--- src/rtl/line_length_window_acc.sv ---
// Line-length window accumulator: sums |x[n]-x[n-1]| over a fixed window of
// signed samples and presents a saturated dividend/divisor pair, held under a
// valid/ready handshake, to a downstream signed divider.
module line_length_window_acc #(
  parameter int unsigned DATA_WIDTH = 16,
  parameter int unsigned WIN_LEN    = 256,
  parameter int unsigned CNT_WIDTH  = 16,
  parameter int unsigned ACC_WIDTH  = 32
) (
  input  logic                  clk,
  input  logic                  rst_n,
  input  logic                  clear,
  input  logic [DATA_WIDTH-1:0] sample_in,
  input  logic                  sample_valid,
  output logic                  sample_drop,
  output logic [DATA_WIDTH-1:0] dividend_out,
  output logic [DATA_WIDTH-1:0] divisor_out,
  output logic                  sat_out,
  output logic                  out_valid,
  input  logic                  out_ready
);

  localparam logic [0:0] ST_ACCUM = 1'b0;
  localparam logic [0:0] ST_HOLD  = 1'b1;

  // Largest positive value of a signed DATA_WIDTH operand.
  localparam logic [DATA_WIDTH-1:0] MAX_POS   = {1'b0, {(DATA_WIDTH-1){1'b1}}};
  localparam logic [ACC_WIDTH-1:0]  MAX_POS_A = ACC_WIDTH'(MAX_POS);
  localparam logic [CNT_WIDTH-1:0]  LAST_CNT  = CNT_WIDTH'(WIN_LEN - 1);
  localparam logic [DATA_WIDTH-1:0] DIVISOR   = DATA_WIDTH'(WIN_LEN - 1);

  logic [0:0]            state_q, state_d;
  logic [ACC_WIDTH-1:0]  acc_q, acc_d;
  logic [CNT_WIDTH-1:0]  cnt_q, cnt_d;
  logic [DATA_WIDTH-1:0] prev_q, prev_d;
  logic                  prime_q, prime_d;
  logic [DATA_WIDTH-1:0] dividend_q, dividend_d;
  logic [DATA_WIDTH-1:0] divisor_q, divisor_d;
  logic                  sat_q, sat_d;
  logic                  valid_q, valid_d;

  logic [DATA_WIDTH:0]   diff;
  logic [DATA_WIDTH-1:0] abs_diff;
  logic [ACC_WIDTH-1:0]  sum;
  logic                  sum_sat;

  // Sign-extended difference cannot wrap; its magnitude fits in DATA_WIDTH bits.
  always_comb begin
    diff     = {sample_in[DATA_WIDTH-1], sample_in} - {prev_q[DATA_WIDTH-1], prev_q};
    abs_diff = diff[DATA_WIDTH] ? DATA_WIDTH'(~diff + (DATA_WIDTH+1)'(1))
                                : diff[DATA_WIDTH-1:0];
    sum      = acc_q + ACC_WIDTH'(abs_diff);
    sum_sat  = (sum > MAX_POS_A);
  end

  // Samples arriving while a pair is pending are discarded; clear suppresses the report.
  always_comb begin
    sample_drop = sample_valid && (state_q == ST_HOLD) && !clear;
  end

  // Next-state logic: priming, accumulation, window completion and handshake.
  always_comb begin
    state_d    = state_q;
    acc_d      = acc_q;
    cnt_d      = cnt_q;
    prev_d     = prev_q;
    prime_d    = prime_q;
    dividend_d = dividend_q;
    divisor_d  = divisor_q;
    sat_d      = sat_q;
    valid_d    = valid_q;
    if (clear) begin
      state_d    = ST_ACCUM;
      acc_d      = '0;
      cnt_d      = '0;
      prime_d    = 1'b1;
      valid_d    = 1'b0;
      dividend_d = '0;
      divisor_d  = '0;
      sat_d      = 1'b0;
    end else begin
      case (state_q)
        ST_ACCUM: begin
          if (sample_valid) begin
            prev_d = sample_in;
            if (prime_q) begin
              prime_d = 1'b0;
              cnt_d   = CNT_WIDTH'(1);
            end else if (cnt_q == LAST_CNT) begin
              dividend_d = sum_sat ? MAX_POS : sum[DATA_WIDTH-1:0];
              sat_d      = sum_sat;
              divisor_d  = DIVISOR;
              valid_d    = 1'b1;
              state_d    = ST_HOLD;
              acc_d      = '0;
              cnt_d      = '0;
              prime_d    = 1'b1;
            end else begin
              acc_d = sum;
              cnt_d = cnt_q + CNT_WIDTH'(1);
            end
          end
        end
        ST_HOLD: begin
          if (valid_q && out_ready) begin
            valid_d = 1'b0;
            state_d = ST_ACCUM;
          end
        end
        default: state_d = ST_ACCUM;
      endcase
    end
  end

  // State registers with asynchronous active-low reset.
  always_ff @(posedge clk or negedge rst_n) begin
    if (!rst_n) begin
      state_q    <= ST_ACCUM;
      acc_q      <= '0;
      cnt_q      <= '0;
      prev_q     <= '0;
      prime_q    <= 1'b1;
      dividend_q <= '0;
      divisor_q  <= '0;
      sat_q      <= 1'b0;
      valid_q    <= 1'b0;
    end else begin
      state_q    <= state_d;
      acc_q      <= acc_d;
      cnt_q      <= cnt_d;
      prev_q     <= prev_d;
      prime_q    <= prime_d;
      dividend_q <= dividend_d;
      divisor_q  <= divisor_d;
      sat_q      <= sat_d;
      valid_q    <= valid_d;
    end
  end

  assign dividend_out = dividend_q;
  assign divisor_out  = divisor_q;
  assign sat_out      = sat_q;
  assign out_valid    = valid_q;

endmodule

--- config.mk ---
export PLATFORM = sky130hd
export DESIGN_NAME = line_length_window_acc
export DESIGN_NICKNAME = d
export VERILOG_FILES = /design/src/rtl/line_length_window_acc.sv
export SDC_FILE = /design/constraint.sdc
export NUM_CORES = 1
export LEC_CHECK = 0
export ABC_AREA = 0
export CAP_MARGIN = 20
export CORE_UTILIZATION = 64
export DETAILED_ROUTE_END_ITERATION = 10
export PLACE_DENSITY = 0.87
export SLEW_MARGIN = 10
export SYNTH_ARGS = -nofsm -noshare
export SYNTH_HDL_FRONTEND = slang
export SYNTH_SLANG_ARGS = --single-unit
--- constraint.sdc ---
create_clock -name clk -period 8.6 [get_ports clk]
set_input_delay 1.72 -clock clk [delete_from_list [all_inputs] [get_ports clk]]
set_output_delay 1.72 -clock clk [all_outputs]
set_load 0.05 [all_outputs]
==> summary.md, run 1 <==
| Metric | Value |
|---|---|
| Fmax achieved | `~130 MHz` |
| Synth unique cells | `68` |
| Post-synth top area share | `about a third` |
| Sequential area share after synthesis | `roughly a third` |
| Skew-Pair Late Insertion Delay | `approximately 0.38 ns` |
| Area of the die | `0.0104 sq mm` |
| Outcome | `complete, no violations` |
| Maximum net fanout on the critical path | `16` |
| Final hold vios | `0` |
| Max-slew headroom | `a little under half` |
| Hold Buf Count CTS | `0` |
| PD cells | `between 200 and 250 mW/mm^2` |
| Max clock buf depth | `2` |
| Drt total wl | `approximately 15,000 microns` |
| Post-route DRC | `0` |
| Cells taking the most area after synthesis | `dfrtp_1, ha_1, o21ai_0` |
| Total GRT Usage | `a little under a third` |
| Initial antenna violation count | `0` |
| Remaining antenna violation count after routing | `0` |
| CTS resizes | `0` |
| Final instance area | `slightly above 0.007 sq mm` |
| Area grow syn2layout | `11.0%` |
| Hold slack | `about 0.52 ns` |
| RSZ-0062 raised after global routing | `no` |
| Io pins | `56` |
| Grt total ovfl | `0` |
| Synth Area per Inst | `8.39 sq um` |
| Setup bufs post-CTS | `0` |
| Leak Pwr | `0.00314 uW` |
| Top FF cell, synth | `dfrtp_1` |
| Area of the core | `between 0.009 and 0.01 sq mm` |
| Final setup violation count | `0` |
| Cell Count Post-Placement | `905` |
| Initial Utilization | `65.6%` |
| CP Class | `in -> reg` |
| Clock root cell | `clkbuf_8` |
| Layout cells sized above 1 | `between 4 and 5%` |
| Largest net degree at the start of global routing | `86` |
| Routed vias | `about 5,800` |
| H-tree depth | `3` |
| DR iter-0 viols | `500` |
| Most crowded layer after global routing | `met2` |
| GPL Wtd Cong | `~0.95` |
| Yosys warns | `0` |
| First drt pass iteration count | `5` |
| Fill cells | `between 700 and 800` |
| Count of pins over their slew limit | `0` |
| Avg WL per Cell | `about 17 microns` |
| Die extent in y | `approximately 100 microns` |
| Post-Syn Area | `about 0.0064 sq mm` |
| Yosys top cell by area | `dfrtp_1` |
| Nets | `~840` |
| First-pass GRT wire length | `25,400 microns` |
| Ant diodes | `0` |
| Met2 Use GR | `about half` |
| DP Area | `0.00684 sq mm` |
| Maximum vdd drop | `between 0.1 and 0.15 mV` |
| Final Skew | `~0.0084 ns` |
| CP Launch Type | `input pin` |
| Crit end category | `flop` |
| Flop and latch count out of synthesis | `85` |
| HP Class | `reg -> reg` |
| Slew @ Worst Pin | `roughly 0.79 ns` |
| Met1 usage | `around 43%` |
| Setup TNS | `0 ns` |
| Crit path DAT | `7.81 ns` |
| Routed vias/inst | `about 6.3` |
| Dpl hpwl | `roughly 11,000 microns` |
| Vias in the first global route | `~5,300` |
| Async SR Flop Fraction | `100%` |
| Final cell count without fillers | `922` |
| Synthesized instance count | `760` |
| Final Cycle Share | `88.2%` |
| CTS tree | `done` |
| Row count | `36` |
| DIE WIDTH | `around 100 microns` |
| Met3 Use GR | `4.65%` |
| Reg clk slew, reported paths | `~0.1 ns` |
| Port bufs | `47` |
| Max Cap Viol | `0` |
| TritonCTS Sinks | `85` |
| Num CTS Buffers | `9` |
| WP data required | `roughly 8.8 ns` |
| Final min period | `~7.6 ns` |
| Post-synth EDFFs | `0` |
==> layout by cell type, fill, tap and decap left out, types with 8 or more instances in the layout <==
cell type and n:
a22o_1 15, o21bai_1 21, conb_1 8, o211ai_1 13, clkbuf_8 9, or3_1 8
a21oi_1 48, a31oi_1 10, dfrtp_1 84, nor2_1 62, and3_1 9, a211oi_1 11
clkdlybuf4s50_1 46, nand4_1 14, ha_1 35, xnor2_1 20, xor2_1 31, inv_1 29
o21ai_0 70, nand3_1 17, nand2_1 78, a21o_1 13, nand2b_1 17, nor3_1 12
==> worst max-delay path: stages <==
cell	delay [ns]
clkdlybuf4s50_1	0.43
ha_1	0.35
o21ai_0	0.29
a21oi_1	0.14
o2111a_1	0.31
or3_1	0.35
a2111oi_2	0.55
nand4_1	0.20
o31ai_1	0.39
xnor2_1	0.15
ha_1	0.44
a21oi_1	0.15
or2_2	0.40
o21a_1	0.17
a211oi_2	0.24
o2111ai_1	0.15
or4_4	0.46
nor4b_4	0.73
a21oi_1	0.17
==> cell usage after synthesis, types with 8 or more instances <==
cell      instances
o21bai_1         21
nand3_1          17
or3_1             8
nand4_1          14
xor2_1           31
dfrtp_1          84
a21oi_1          48
o211ai_1         13
a31oi_1          10
nor3_1           13
nor2_1           62
buf_4            15
a211oi_1         11
o21ai_0          70
and3_1            9
xnor2_1          20
nand2b_1         17
a22o_1           15
clkbuf_1         29
nand2_1          78
ha_1             35
inv_1            29
a21o_1           13
==> through the flow <==
| stage | worst slack, ns | power, uW | utilization (%) |
|---|---|---|---|
| floorplan | 1.94 | 962 | - |
| global placement | 0.819 | 1100 | 70.3 |
| detailed placement | 0.773 | 1120 | 70.3 |
| CTS | 1.05 | 1440 | 72.5 |
| global route | 0.606 | 1550 | 72.8 |
| finish | 1.01 | 1450 | 72.8 |
==> cell families after synthesis <==
logic type,share of synthesized area (%)
compound gates,25.9
xor+xnor,7.00
fa+ha+maj,7.49
buf+inv,5.51
flops,33.4
mux,0.824
other cells,0.0588
simple gates,19.8
==> final timing paths <==
path,start,end,slack (ns),depth (start not counted)
worst max-delay path,sample_in[2],dividend_out[3],1.01,19
worst min-delay path,acc_q[13],acc_q[13],0.52,1
worst max register to register,prev_q[2],dividend_out[3],2.43,19
worst min register to register,acc_q[13],acc_q[13],0.52,1
max in group asynchronous,rst_n,prime_q,6.67,2
min in group asynchronous,rst_n,divisor_out[6],1.29,1
==> registers in the layout (all words and copies together), names as in the netlist, 16 cells and up <==
signal,flops
cnt_q,16
prev_q,16
acc_q,32
dividend_out,16
==> layout make-up <==
class / count / area (sq um) / area share, %
clock buffers: 9 / 124 / 1.75
repair buffers: 53 / 533 / 7.53
multi-input cells: 606 / 3930 / 55.5
well taps: 133 / 166 / 2.35
inverters: 29 / 109 / 1.54
clock inverters: 7 / 88.8 / 1.25
flip-flops and latches: 85 / 2130 / 30.1
==> where the power goes <==
part	leakage (uW)	switching [uW]	internal, uW
Sequential	0.00115	17.7	425
Combinational	0.00189	444	255
Clock	0.000106	168	142
Total	0.00314	630	822
==> routing by layer <==
metal | wire length, microns | part of all wire, %
met5 | 0 | 0
met2 | 7180 | 47
met1 | 7010 | 46
met4 | 259 | 1.7
met3 | 799 | 5.2
(Power assumes the default switching activity.)
==> inputs of run 2 (changes only) <==
--- a/config.mk
+++ b/config.mk
@@ -9,7 +9,8 @@
 export CAP_MARGIN = 20
 export CORE_UTILIZATION = 64
 export DETAILED_ROUTE_END_ITERATION = 10
-export PLACE_DENSITY = 0.87
+export GPL_ROUTABILITY_DRIVEN = 0
+export PLACE_DENSITY = 0.92
 export SLEW_MARGIN = 10
 export SYNTH_ARGS = -nofsm -noshare
 export SYNTH_HDL_FRONTEND = slang
==> run 2 against run 1 <==
Highest routed layer unchanged. Wire length grew 5.5%. Combinational power is essentially flat. Worst hold slack worse by 0.0019 ns. Largest power group unchanged. Largest cell class unchanged. Clock power shrank 6%. Die area unchanged. The run now ends with DRC left. Cell count fell by 0.11%. Global-route usage rose by 2.2 points. Worst setup slack worse by 0.086 ns. Fmax decreased by 1.1%. Non-clock buffer count shrank 1.
==> summary.md, run 2 (synthesis gave the netlist of run 1 again) <==
| Metric | Value |
|---|---|
| Reg-to-reg startpoint | `prev_q[0]` |
| Hold Path Origin | `acc_q[14]` |
| Avg WL per Cell | `17.5 microns` |
| DR iter-0 viols | `around 550` |
| WP data required | `between 8 and 9 ns` |
| Area of the core | `approximately 0.01 sq mm` |
| RSZ-0062 raised after global routing | `no` |
| Most frequent CP cell | `a21oi_1` |
| Hold path endpoint | `acc_q[14]` |
| Hold slack | `just over 0.5 ns` |
| Post-layout util | `approximately 73%` |
| Dpl hpwl | `approximately 12,000 microns` |
| First drt pass iteration count | `11` |
| Critical path, cell by cell | `clkdlybuf4s50_1 > inv_1 > ha_1 > fa_1 > nor2b_1 > o31a_1 > o21a_1 > a31o_2 > o211ai_1 > a31oi_1 > a21oi_1 > xor2_1 > ha_1 > a21oi_1 > o21ai_0 > a2111oi_0 > a21oi_1 > nor3_1 > a21oi_1 > nor4b_4 > a31oi_1` |
| Largest register by flop count | `acc_q` |
| Total GRT Usage | `between 30% and 40%` |
| H-tree depth | `3` |
| Reg clk slew, reported paths | `0.09 ns` |
| Commonest cells after routing, fill and taps aside | `dfrtp_1, nand2_1, o21ai_0, nor2_1, a21oi_1` |
| Drt total wl | `16,100 microns` |
| Crit end category | `flop` |
| Largest stage delay, worst path | `~0.8 ns` |
| Layout cells sized above 1 | `around 4.7%` |
| Cell Count Post-Placement | `between 900 and 1,000` |
| Ant diodes | `0` |
| Max clock buf depth | `2` |
| Maximum net fanout on the critical path | `16` |
| Final Skew | `~0.013 ns` |
| Setup bufs post-CTS | `0` |
| First-pass GRT wire length | `between 20,000 and 30,000 microns` |
| Nets | `around 840` |
| Setup TNS | `0 ns` |
| Initial antenna violation count | `0` |
| DIE WIDTH | `about 100 microns` |
| CTS resizes | `0` |
| Post-route DRC | `1` |
| Fmax achieved | `130 MHz` |
| PD cells | `around 200 mW/mm^2` |
| Final cell count without fillers | `approximately 920` |
| Initial Utilization | `65.6%` |
| CTS tree | `done` |
| Hold depth | `1` |
| Skew-Pair Late Insertion Delay | `roughly 0.40 ns` |
| Row count | `36` |
| Reg-to-Reg End | `dividend_out[1]` |
| Area of the die | `between 0.01 and 0.015 sq mm` |
| Most common cell after layout, fill and taps aside | `dfrtp_1` |
| Grt total ovfl | `0` |
| Leak Pwr | `around 0.0031 uW` |
| Maximum vdd drop | `about 0.16 mV` |
| Max-slew headroom | `approximately 44%` |
| CP Class | `in -> reg` |
| TritonCTS Sinks | `85` |
| Die extent in y | `102 microns` |
| Worst slack at placement | `approximately 0.82 ns` |
| Slew @ Worst Pin | `around 0.84 ns` |
| Final min period | `about 7.7 ns` |
| Largest net degree at the start of global routing | `86` |
| Cell family with most CP delay | `compound AO/OA/AOI/OAI gates` |
| Final Cycle Share | `89.2%` |
| Num CTS Buffers | `9` |
| Clock root cell | `clkbuf_8` |
| Routed vias/inst | `between 6 and 7` |
| Hold Buf Count CTS | `0` |
| Buf/Inv on CP | `2` |
| Outcome | `finished, violations left` |
| Vias in the first global route | `5,756` |
| Crit path DAT | `roughly 7.9 ns` |
| CP startpoint | `sample_in[0]` |
| Io pins | `56` |
| Port bufs | `47` |
| Remaining antenna violation count after routing | `0` |
| Failing checks | `DRC` |
| R2r setup slk | `2.36 ns` |
| Area grow syn2layout | `10.6%` |
| Final hold vios | `0` |
| Routed vias | `6,021` |
| Count of pins over their slew limit | `0` |
| Max reg flops | `32` |
| Max Cap Viol | `0` |
| Final setup violation count | `0` |
| FF-to-FF path depth | `19` |
| CP Launch Type | `input pin` |
| HP Class | `reg -> reg` |
| Worst-path cell with the longest stage delay | `nor4b_4` |
| Final worst slack | `about 0.93 ns` |
-- run 2: metal layers --
| metal | track usage [%] | part of all wire, % | vias to the layer above |
|---|---|---|---|
| met5 | 0 | 0 | - |
| met4 | 16.3 | 3.7 | 0 |
| met3 | 6.84 | 6.9 | 71 |
| met2 | 55.9 | 48 | 303 |
| met1 | 41.3 | 41 | 2870 |
| li1 | - | - | 2777 |
-- run 2: worst max-delay path by stage --
stage                             endpoint  slack (ns)  cells after the start
after global routing       dividend_out[1]        0.55                     19
after CTS                  dividend_out[1]        1.11                     21
after global placement     dividend_out[1]        0.88                     19
after floorplan           dividend_out[10]        1.94                     20
after detailed placement   dividend_out[1]        0.82                     19
final                      dividend_out[1]        0.93                     21
-- run 2: power by group --
group	switching (uW)	internal (uW)	leakage [uW]	total, uW
clock	178	115	0.000101	293
combinational	441	256	0.00188	697
sequential	16.0	425	0.00115	441
total	635	795	0.00313	1430
-- run 2: metrics by stage --
step	total power [uW]	instance area, sq um
floorplan	962	6400
global placement	1090	6830
detailed placement	1120	6830
CTS	1410	7020
global route	1520	7050
finish	1430	7050
-- run 2: layout make-up --
cell class	count	area [sq um]
Fill cell	730	2680
Timing Repair Buffer	52	526
Sequential cell	85	2130
Tap cell	133	166
Clock inverter	7	68.8
Inverter	29	109
Clock buffer	9	124
Multi-Input combinational cell	606	3930
==> inputs of run 3 (changes only) <==
--- a/config.mk
+++ b/config.mk
@@ -7,7 +7,9 @@
 export LEC_CHECK = 0
 export ABC_AREA = 0
 export CAP_MARGIN = 20
-export CORE_UTILIZATION = 64
+export CELL_PAD_IN_SITES_DETAIL_PLACEMENT = 0
+export CELL_PAD_IN_SITES_GLOBAL_PLACEMENT = 2
+export CORE_UTILIZATION = 39
 export DETAILED_ROUTE_END_ITERATION = 10
 export GPL_ROUTABILITY_DRIVEN = 0
 export PLACE_DENSITY = 0.92
==> run 3 against run 2 <==
The flow now finishes without violations. Total power up 8.8%. Critical path depth shrank 1. Clock-buffer cell count did not move. Wire length is 4.9% higher. Global-route usage down 12 points. First-iteration DRC count shrank 25%. Highest routed layer unchanged.
==> summary.md, run 3 (synthesis gave the netlist of run 1 again) <==
| Metric | Value |
|---|---|
| Vias in the first global route | `between 5,000 and 6,000` |
| Area of the core | `around 0.016 sq mm` |
| PD cells | `between 200 and 250 mW/mm^2` |
| Largest register by flop count | `acc_q` |
| Max reg flops | `32` |
| TritonCTS Sinks | `85` |
| Largest net degree at the start of global routing | `just over 60` |
| DIE WIDTH | `between 100 and 150 microns` |
| Final hold vios | `0` |
| Largest stage delay, worst path | `0.53 ns` |
| CTS tree | `done` |
| Routed vias | `roughly 5,700` |
| First drt pass iteration count | `5` |
| CP Launch Type | `input pin` |
| Nets | `roughly 840` |
| RSZ-0062 raised after global routing | `no` |
| Count of pins over their slew limit | `0` |
| Worst slack at placement | `roughly 0.95 ns` |
| Final setup violation count | `0` |
| Area of the die | `approximately 0.017 sq mm` |
| Outcome | `complete, no violations` |
| CP Class | `in -> reg` |
| R2r setup slk | `roughly 2.7 ns` |
| Crit end category | `flop` |
| Ant diodes | `0` |
| Remaining antenna violation count after routing | `0` |
| Hold Buf Count CTS | `0` |
| Critical path, cell by cell | `clkdlybuf4s50_1 > ha_1 > o21ai_0 > a21oi_1 > o2111a_1 > or3_1 > a2111oi_2 > nand4_1 > o31ai_1 > xnor2_1 > ha_1 > a21oi_1 > or2_2 > o21a_1 > a211oi_2 > o2111ai_1 > or4_4 > nor4b_4 > buf_4 > a31oi_1` |
| Cell family with most CP delay | `compound AO/OA/AOI/OAI gates` |
| Leak Pwr | `between 0.003 and 0.004 uW` |
| Skew-Pair Late Insertion Delay | `roughly 0.35 ns` |
| Row count | `46` |
| Final Skew | `just over 0.009 ns` |
| Initial Utilization | `about two fifths` |
| HP Class | `reg -> reg` |
| CP startpoint | `sample_in[2]` |
| Num CTS Buffers | `9` |
| FF-to-FF path depth | `20` |
| Hold Path Origin | `acc_q[14]` |
| Hold depth | `1` |
| Crit path DAT | `about 7.6 ns` |
| Post-layout util | `a little under half` |
| Clock root cell | `clkbuf_16` |
| DR iter-0 viols | `between 400 and 500` |
| Maximum net fanout on the critical path | `16` |
| Setup bufs post-CTS | `0` |
| Max Cap Viol | `0` |
| Final Cycle Share | `a little under nine tenths` |
| Most common cell after layout, fill and taps aside | `dfrtp_1` |
| Hold path endpoint | `acc_q[14]` |
| CTS resizes | `0` |
| DP Area | `approximately 0.007 sq mm` |
| Reg-to-Reg End | `dividend_out[1]` |
| Commonest cells after routing, fill and taps aside | `dfrtp_1, nand2_1, o21ai_0, nor2_1, a21oi_1` |
| Grt total ovfl | `0` |
| Layout cells sized above 1 | `under 10%` |
| Max clock buf depth | `2` |
| Port bufs | `47` |
| Worst-path cell with the longest stage delay | `a2111oi_2` |
| Post-route DRC | `0` |
| Io pins | `between 50 and 60` |
| H-tree depth | `3` |
| Setup TNS | `0 ns` |
| Slew @ Worst Pin | `roughly 0.88 ns` |
| Routed vias/inst | `between 5 and 6` |
| Final min period | `7.35 ns` |
| Fmax achieved | `136 MHz` |
| Drt total wl | `approximately 17,000 microns` |
| Reg-to-reg startpoint | `prev_q[2]` |
| WP data required | `between 8 and 9 ns` |
| Total GRT Usage | `roughly a fifth` |
| Area grow syn2layout | `14.0%` |
| Final worst slack | `between 1 and 1.5 ns` |
| Max-slew headroom | `~40%` |
| Final instance area | `just over 0.007 sq mm` |
| Initial antenna violation count | `0` |
| Maximum vdd drop | `~0.14 mV` |
| Dpl hpwl | `between 10,000 and 15,000 microns` |
| Buf/Inv on CP | `2` |
| First-pass GRT wire length | `28,000 microns` |
| Reg clk slew, reported paths | `roughly 0.070 ns` |
| Avg WL per Cell | `roughly 17 microns` |
| Die extent in y | `130 microns` |
-- run 3: worst max-delay path by stage --
stage                                  end  slack [ns]  depth (start not counted)
after floorplan           dividend_out[10]        1.94                         20
after global placement     dividend_out[1]        0.95                         19
after detailed placement   dividend_out[1]        0.95                         19
after CTS                  dividend_out[1]        1.30                         19
after global routing       dividend_out[2]        0.78                         19
final                      dividend_out[1]        1.25                         20
-- run 3: worst register-to-register path, delay by kind of cell, from the launching register on --
| kind | cells | cell delay, ns |
|---|---|---|
| xor+xnor | 1 | 0.13 |
| simple gates | 5 | 1.72 |
| buf+inv | 2 | 0.31 |
| flops | 1 | 0.32 |
| fa+ha+maj | 2 | 0.76 |
| compound gates | 10 | 2.52 |
-- run 3: power breakdown --
part | leakage, uW | total, uW | switching [uW] | internal (uW)
Combinational | 0.00188 | 681 | 427 | 253
Clock | 0.000153 | 434 | 179 | 256
Sequential | 0.00115 | 441 | 16.1 | 425
Total | 0.00318 | 1560 | 622 | 935
-- run 3: layout make-up --
type	count	area, sq um
clock buffer	9	225
fill	1582	8670
timing repair buffer	53	513
clock inverter	6	93.8
tap	216	270
sequential	85	2130
inverter	29	109
multi-input combinational	606	3940
-- run 3: per-layer routing --
layer | vias up | global-route usage (%) | wire, microns
met5 | - | 0 | 0
met4 | 0 | 8.41 | 339
met3 | 22 | 2.58 | 529
met2 | 117 | 34.8 | 8000
met1 | 2758 | 28.5 | 8000
li1 | 2798 | - | -
-- run 3: per-stage QoR --
stage / power, uW / instances / hold WS, ns
5_1_grt: 1660 / 1004 / 0.530
2_1_floorplan: 962 / 767 / 0.456
3_3_place_gp: 1120 / 989 / 0.490
4_1_cts: 1570 / 1004 / 0.512
3_5_place_dp: 1120 / 989 / 0.490
6_report: 1560 / 1004 / 0.511
